## config.mk

```make
export PLATFORM = sky130hd
export DESIGN_NAME = gate_sweep_ctrl
export DESIGN_NICKNAME = d
export VERILOG_FILES = /design/src/rtl/gate_sweep_ctrl.sv
export SDC_FILE = /design/constraint.sdc
export NUM_CORES = 1
export LEC_CHECK = 0
export CAP_MARGIN = 20
export CORE_ASPECT_RATIO = 0.7
export CORE_MARGIN = 1.5
export CORE_UTILIZATION = 55
export DETAILED_ROUTE_END_ITERATION = 6
export GPL_ROUTABILITY_DRIVEN = 0
export PLACE_DENSITY = 0.78
export SETUP_SLACK_MARGIN = 0.4
export SYNTH_ARGS = -nofsm -noshare
export SYNTH_HDL_FRONTEND = slang
export SYNTH_SLANG_ARGS = --single-unit
```

## constraint.sdc

```tcl
create_clock -name clk -period 3.53 [get_ports clk]
set_clock_uncertainty 0.2 [all_clocks]
set_input_delay 0.8825 -clock clk [delete_from_list [all_inputs] [get_ports clk]]
set_output_delay 0.8825 -clock clk [all_outputs]
set_load 0.02 [all_outputs]
```

## src/rtl/gate_sweep_ctrl.sv

```systemverilog
// Self-test sequencer: sweeps GUT inputs in ascending order, HOLD cycles each, checks y_in against EXP_TT.
// Done after 2**N_IN*HOLD cycles; define GATE_SWEEP_FAIL_CAPTURE_EN to add first-failure capture outputs.
module gate_sweep_ctrl #(
  parameter int                     N_IN   = 2,
  parameter int                     HOLD   = 2,
  parameter logic [(1<<N_IN)-1:0]   EXP_TT = 4'b1110,
  parameter int                     CNT_W  = 8
) (
  input  logic             clk,
  input  logic             rst,
  input  logic             start,
  output logic [N_IN-1:0]  vec,
  input  logic             y_in,
  output logic             busy,
  output logic             done,
  output logic             pass,
  output logic [CNT_W-1:0] err_cnt
`ifdef GATE_SWEEP_FAIL_CAPTURE_EN
  ,
  output logic             fail_valid,
  output logic [N_IN-1:0]  fail_vec
`endif
);

  localparam int            HW        = $clog2(HOLD) + 1;
  localparam logic [HW-1:0] HOLD_LAST = HW'(HOLD - 1);

  localparam logic [1:0] S_IDLE  = 2'd0;
  localparam logic [1:0] S_APPLY = 2'd1;
  localparam logic [1:0] S_DONE  = 2'd2;

  logic [1:0]       state;
  logic [HW-1:0]    hcnt;
  logic             sample;
  logic             mismatch;
  logic             accept;
  logic [CNT_W-1:0] err_nxt;

  assign sample   = (state == S_APPLY) && (hcnt == HOLD_LAST);
  assign mismatch = sample && (y_in != EXP_TT[vec]);
  assign accept   = start && (state != S_APPLY);

  // Saturating count including this cycle's mismatch, so pass can be taken on the final sample edge.
  always_comb begin
    err_nxt = err_cnt;
    if (mismatch && (err_cnt != {CNT_W{1'b1}}))
      err_nxt = err_cnt + 1'b1;
  end

  always_ff @(posedge clk or posedge rst) begin
    if (rst) begin
      state   <= S_IDLE;
      vec     <= '0;
      hcnt    <= '0;
      busy    <= 1'b0;
      done    <= 1'b0;
      pass    <= 1'b0;
      err_cnt <= '0;
    end else begin
      case (state)
        S_IDLE, S_DONE: begin
          if (start) begin
            state   <= S_APPLY;
            vec     <= '0;
            hcnt    <= '0;
            err_cnt <= '0;
            busy    <= 1'b1;
            done    <= 1'b0;
            pass    <= 1'b0;
          end
        end
        S_APPLY: begin
          err_cnt <= err_nxt;
          if (!sample) begin
            hcnt <= hcnt + 1'b1;
          end else if (vec == {N_IN{1'b1}}) begin
            state <= S_DONE;
            busy  <= 1'b0;
            done  <= 1'b1;
            pass  <= (err_nxt == '0);
          end else begin
            vec  <= vec + 1'b1;
            hcnt <= '0;
          end
        end
        default: begin
          state <= S_IDLE;
          busy  <= 1'b0;
        end
      endcase
    end
  end

`ifdef GATE_SWEEP_FAIL_CAPTURE_EN
  always_ff @(posedge clk or posedge rst) begin
    if (rst) begin
      fail_valid <= 1'b0;
      fail_vec   <= '0;
    end else if (accept) begin
      fail_valid <= 1'b0;
      fail_vec   <= '0;
    end else if (mismatch && !fail_valid) begin
      fail_valid <= 1'b1;
      fail_vec   <= vec;
    end
  end
`endif

endmodule

```

# Word-level counts from Yosys, hierarchy flattened
# Index checks and enable logic that the tools add are counted.
[totals] reg_bits=17 out_inout_bits=13 word_cells=61
[classes] add_sub_neg=3 n_lt_le_gt_ge=1 n_eq_ne=11 mux=27 n_reduce_logical=12
[op_table] op="$mux 2" count=8
[op_table] op="$mux 8" count=2
[op_table] op="$pmux 8 s2" count=1
[op_table] op="$pmux 2 s2" count=3
[op_table] op="$mux 1" count=9
[op_table] op="$add 8x1->8 const B" count=1
[op_table] op="$logic_not 8->1" count=1
[op_table] op="$ne 8x8->1 const B" count=1
[op_table] op="$reduce_and 4->1" count=2
[op_table] op="$ne 2x2->1 const B" count=3
[op_table] op="$pmux 1 s2" count=3
[op_table] op="$reduce_and 3->1" count=2
[op_table] op="$add 2x1->2 const B" count=2
[op_table] op="$eq 2x1->1 const B" count=2
[op_table] op="$eq 2x2->1 const B" count=2
[op_table] op="$logic_and 1x1->1" count=3
[op_table] op="$lt 2x3->1 const B" count=1
[op_table] op="$ne 3x3->1 const B" count=1
[op_table] op="$bmux 1 s2" count=1
[op_table] op="$logic_not 2->1" count=1
[op_table] op="$ne 2x1->1 const B" count=1
[op_table] op="$reduce_and 2->1" count=1
[op_table] op="$reduce_bool 2->1" count=1
[op_table] op="$reduce_or 2->1" count=1
[op_table] op="$ne 1x1->1" count=1

# Longest topological paths before layout
[logic_depth] depth_word=10 depth_mapped=8 depth_no_buf=7

# Worst setup path after synthesis
# Ideal clock, no wire load.
[synth_path] kind="input to register" startpoint="in y_in" endpoint="reg pass" setup_time_ns=0.092 t_arrival_ns=1.981 required_ns=3.238 slack_ns=1.257 path_stages=6 n_path_buf=1 cell_sequence="xnor2_1 and2_4 buf_6 a2111oi_4 o221ai_2 o31ai_2"
[synth_via] elab_chain_cells=8
[synth_lines] item="from (decl)" line_no="13" source="input logic y_in,"
[synth_lines] item="$ne 1x1->1" line_no="40" source="assign mismatch = sample && (y_in != EXP_TT[vec]);"
[synth_lines] item="$logic_and 1x1->1" line_no="40"
[synth_lines] item="$logic_and 1x1->1" line_no="46" source="if (mismatch && (err_cnt != {CNT_W{1'b1}}))"
[synth_lines] item="$mux 8" line_no="46"
[synth_lines] item="$logic_not 8->1" line_no="80" source="pass <= (err_nxt == '0);"
[synth_lines] item="$mux 1" line_no="76" source="end else if (vec == {N_IN{1'b1}}) begin"
[synth_lines] item="$mux 1" line_no="74" source="if (!sample) begin"
[synth_lines] item="$pmux 1 s2" line_no="60" source="case (state)"
[synth_lines] item="to (signal assigned)" line_no="80"
[synth_lines] item="to (decl)" line_no="16" source="output logic pass,"
# Every way passes these cells. The select of a mux whose other input is x is not followed.
# A chain may end at the register's enable or synchronous reset.

# Worst setup path in the final report
[layout_path] startpoint="reg err_cnt[7]" endpoint="out err_cnt[7]"
[layout_rtl] item="from (decl)" line_no="17" source="output logic [CNT_W-1:0] err_cnt"
[layout_rtl] item="from (signal assigned)" line_no="73" source="err_cnt <= err_nxt;"
# No word-level cell between the ends.

==> summary.txt <==
Run status
  • Status: completed

Clock network
  • H-Tree Depth: 1
  • Total CTS buffers: 3
  • Post_cts resized: 0
  • Worst-Skew Late Latency: 0.30 ns
  • Clock-pin slew of the registers on the worst-case setup and hold paths: 0.10 ns
  • CTS tree: done
  • Clk buf depth: 2
  • Root cell of the clock tree: clkbuf_4
  • Post-CTS setup buffer count: 0
  • Post-CTS Hold Buffers: 0
  • Clk sinks: 17

Pwr
  • VDD IR max: 0.5603 mV
  • Static Leak: 0.0005220 uW
  • Pwr/cell area: 715.2 nW/um^2

Critical path
  • Slowest CP cell: clkdlybuf4s50_1
  • Worst R2R Setup Slack: 1.33 ns
  • Worst path required time: 2.45 ns
  • Critical path, cell by cell: clkdlybuf4s50_1
  • CP Max Fanout: 9
  • CP max stage delay: 0.67 ns
  • Setup CP Type: reg -> out
  • FF-to-FF path depth: 6
  • R2r startpoint: err_cnt[0]
  • Worst R2R End: pass
  • CP Data Arrival Time: 1.51 ns
  • Worst path bufs/invs: 1
  • Setup crit start kind: flip-flop
  • CP Capture Type: output port
  • Cell family with most CP delay: buffers and inverters

STA
  • Slew Viols, Final: 0
  • Fin. Hold Viols: 0
  • Period utilization: 0.7346
  • Unrepaired setup endpoints after global routing: false
  • Max-slew headroom: 0.5668
  • Worst-Margin Slew: 0.6491 ns
  • Final setup violation count: 0
  • Crit path time final: 2.593 ns
  • Post-route setup TNS: 0 ns
  • Maximum clock frequency: 385.6 MHz

Hold path
  • HP Start: done
  • Worst min path class: reg -> reg
  • Hold EP: done
  • Hold path depth: 2

Floorplanning
  • Die Wd: 54.53 um
  • Die H: 39.07 um
  • Die area: 2130 um^2
  • Core Area: 1667 um^2
  • Initial Utilization: 0.6134
  • Number of core rows: 12
  • Num ports: 17

Layout
  • Diodes inserted: 0
  • Share of layout cells above drive strength 1: 0.08000
  • Area growth syn-to-layout: 18.60%
  • Non-Filler Instances: 146
  • Final #Nets: 133

Logic synthesis
  • Synth Cell Area: 1022 um^2
  • Mean Syn Cell Area: 9.378 um^2
  • Mapped Nets: 116
  • Syn. warnings: 0
  • Distinct cell type count after synthesis: 34
  • Register bit count reported by yosys: 17
  • Post-synth EDFFs: 0
  • Sequential share of the synthesized area: 0.4162
  • Cells after Synth: 109
  • Post-synthesis async set-or-reset flop share: 1.000
  • Most used flip-flop cell after synthesis: dfrtp_1

Drt
  • Final WL: 2.151 mm
  • DR vias: 846
  • TritonRoute pass-1 iters: 4
  • DR vias/cell: 5.795
  • Final ANT Viol Nets: 0
  • Initial DRC Count: 16
  • Routed length per instance: 14.73 um
  • Residual DRC: 0

Global route
  • Total global-route track usage: 0.2573
  • Initial antenna violation count: 0
  • First-pass GRT wire length: 3.705 mm
  • Largest net degree at the start of global routing: 18
  • Vias in the first global route: 809
  • Congestion Overflow GR: 0

Place
  • # port buffers: 16
  • HPWL after detailed placement: 1.602 mm
  • Placed cell count: 142

Job
  • Max-capacitance violation count: 0
-- cell type report --
cell class	instances	area, um^2
Fill cell	136	454.2
Tap cell	21	26.28
Sequential cell	17	425.4
Inverter	3	11.26
Multi-Input combinational cell	85	563.0
Timing Repair Buffer	16	160.2
Clock buffer	4	26.28
-- sequential cells by signal (all words and copies together), names as in the netlist --
register  count
done          1
hcnt          2
pass          1
busy          1
vec           2
state         2
err_cnt       8
-- worst min-delay path: cells and delay by family, from the launching register on --
kind,cells,cell delay (ns)
DFF,1,0.36
and+or+nand+nor,2,0.13
-- layout by cell type, fill, tap and decap left out, drive strengths merged, types with 2 or more instances in the layout --
cell / n
dfrtp: 17
clkdlybuf4s50: 16
nor2: 12
nand2: 12
nand3: 9
a21oi: 9
o21ai: 5
mux2i: 4
nand4: 4
clkbuf: 4
nand2b: 3
inv: 3
ha: 3
and3: 3
xnor2: 2
nor2b: 2
and4: 2
nand3b: 2
a211oi: 2
and2: 2
-- cell families after synthesis --
| kind of cell | synth area share |
|---|---|
| DFF | 0.4162 |
| and+or+nand+nor | 0.3036 |
| buffers and inverters | 0.03305 |
| xor gates and xnor gates | 0.01714 |
| AOI/OAI and AO/OA | 0.1542 |
| adders and majority gates | 0.03672 |
| muxes | 0.03917 |
-- power by group --
part | internal, uW | total, uW | switching [uW]
sequential | 247 | 318 | 70.2
clock | 44.0 | 105 | 60.9
combinational | 198 | 445 | 247
total | 489 | 867 | 378
-- worst max-delay path by stage --
stage                       endpoint       start  cells past startpoint  slack [ns]
final                     err_cnt[7]  err_cnt[7]                      1        0.94
after global routing      err_cnt[7]  err_cnt[7]                      1        0.85
after CTS                 err_cnt[3]  err_cnt[3]                      1        0.94
after detailed placement  err_cnt[7]        y_in                      6        0.77
after global placement    err_cnt[7]        y_in                      6        0.83
after floorplan                 pass        y_in                      6        1.26
-- layer usage --
layer / share of wire / vias up / global-route usage
met5: 0 / - / 0
met4: 0.0051 / 0 / 0.03750
met3: 0.042 / 2 / 0.08140
met2: 0.43 / 17 / 0.4006
met1: 0.53 / 403 / 0.3549
li1: - / 424 / -
-- cells in the mapped netlist, drive strengths merged (3+ instances only) --
cell / number / area share
dfrtp: 17 / 0.42
nand2: 12 / 0.044
nor2: 12 / 0.044
a21oi: 9 / 0.044
nand3: 9 / 0.044
o21ai: 5 / 0.024
mux2i: 4 / 0.039
nand4: 4 / 0.031
and3: 3 / 0.023
ha: 3 / 0.037
inv: 3 / 0.011
nand2b: 3 / 0.018
-- stage by stage --
step                  util  total power [uW]  area [um^2]  setup WS [ns]  hold WS, ns
floorplan                -             634.4         1022          1.257       0.2849
global placement    0.7117             746.2         1186         0.8278       0.2868
detailed placement  0.7117             762.0         1186         0.7727       0.2929
CTS                 0.7275             867.2         1212         0.9426       0.3191
global route        0.7275             938.5         1212         0.8497       0.3538
finish              0.7275             867.1         1212         0.9367       0.3187
(Power assumes the default switching activity.)
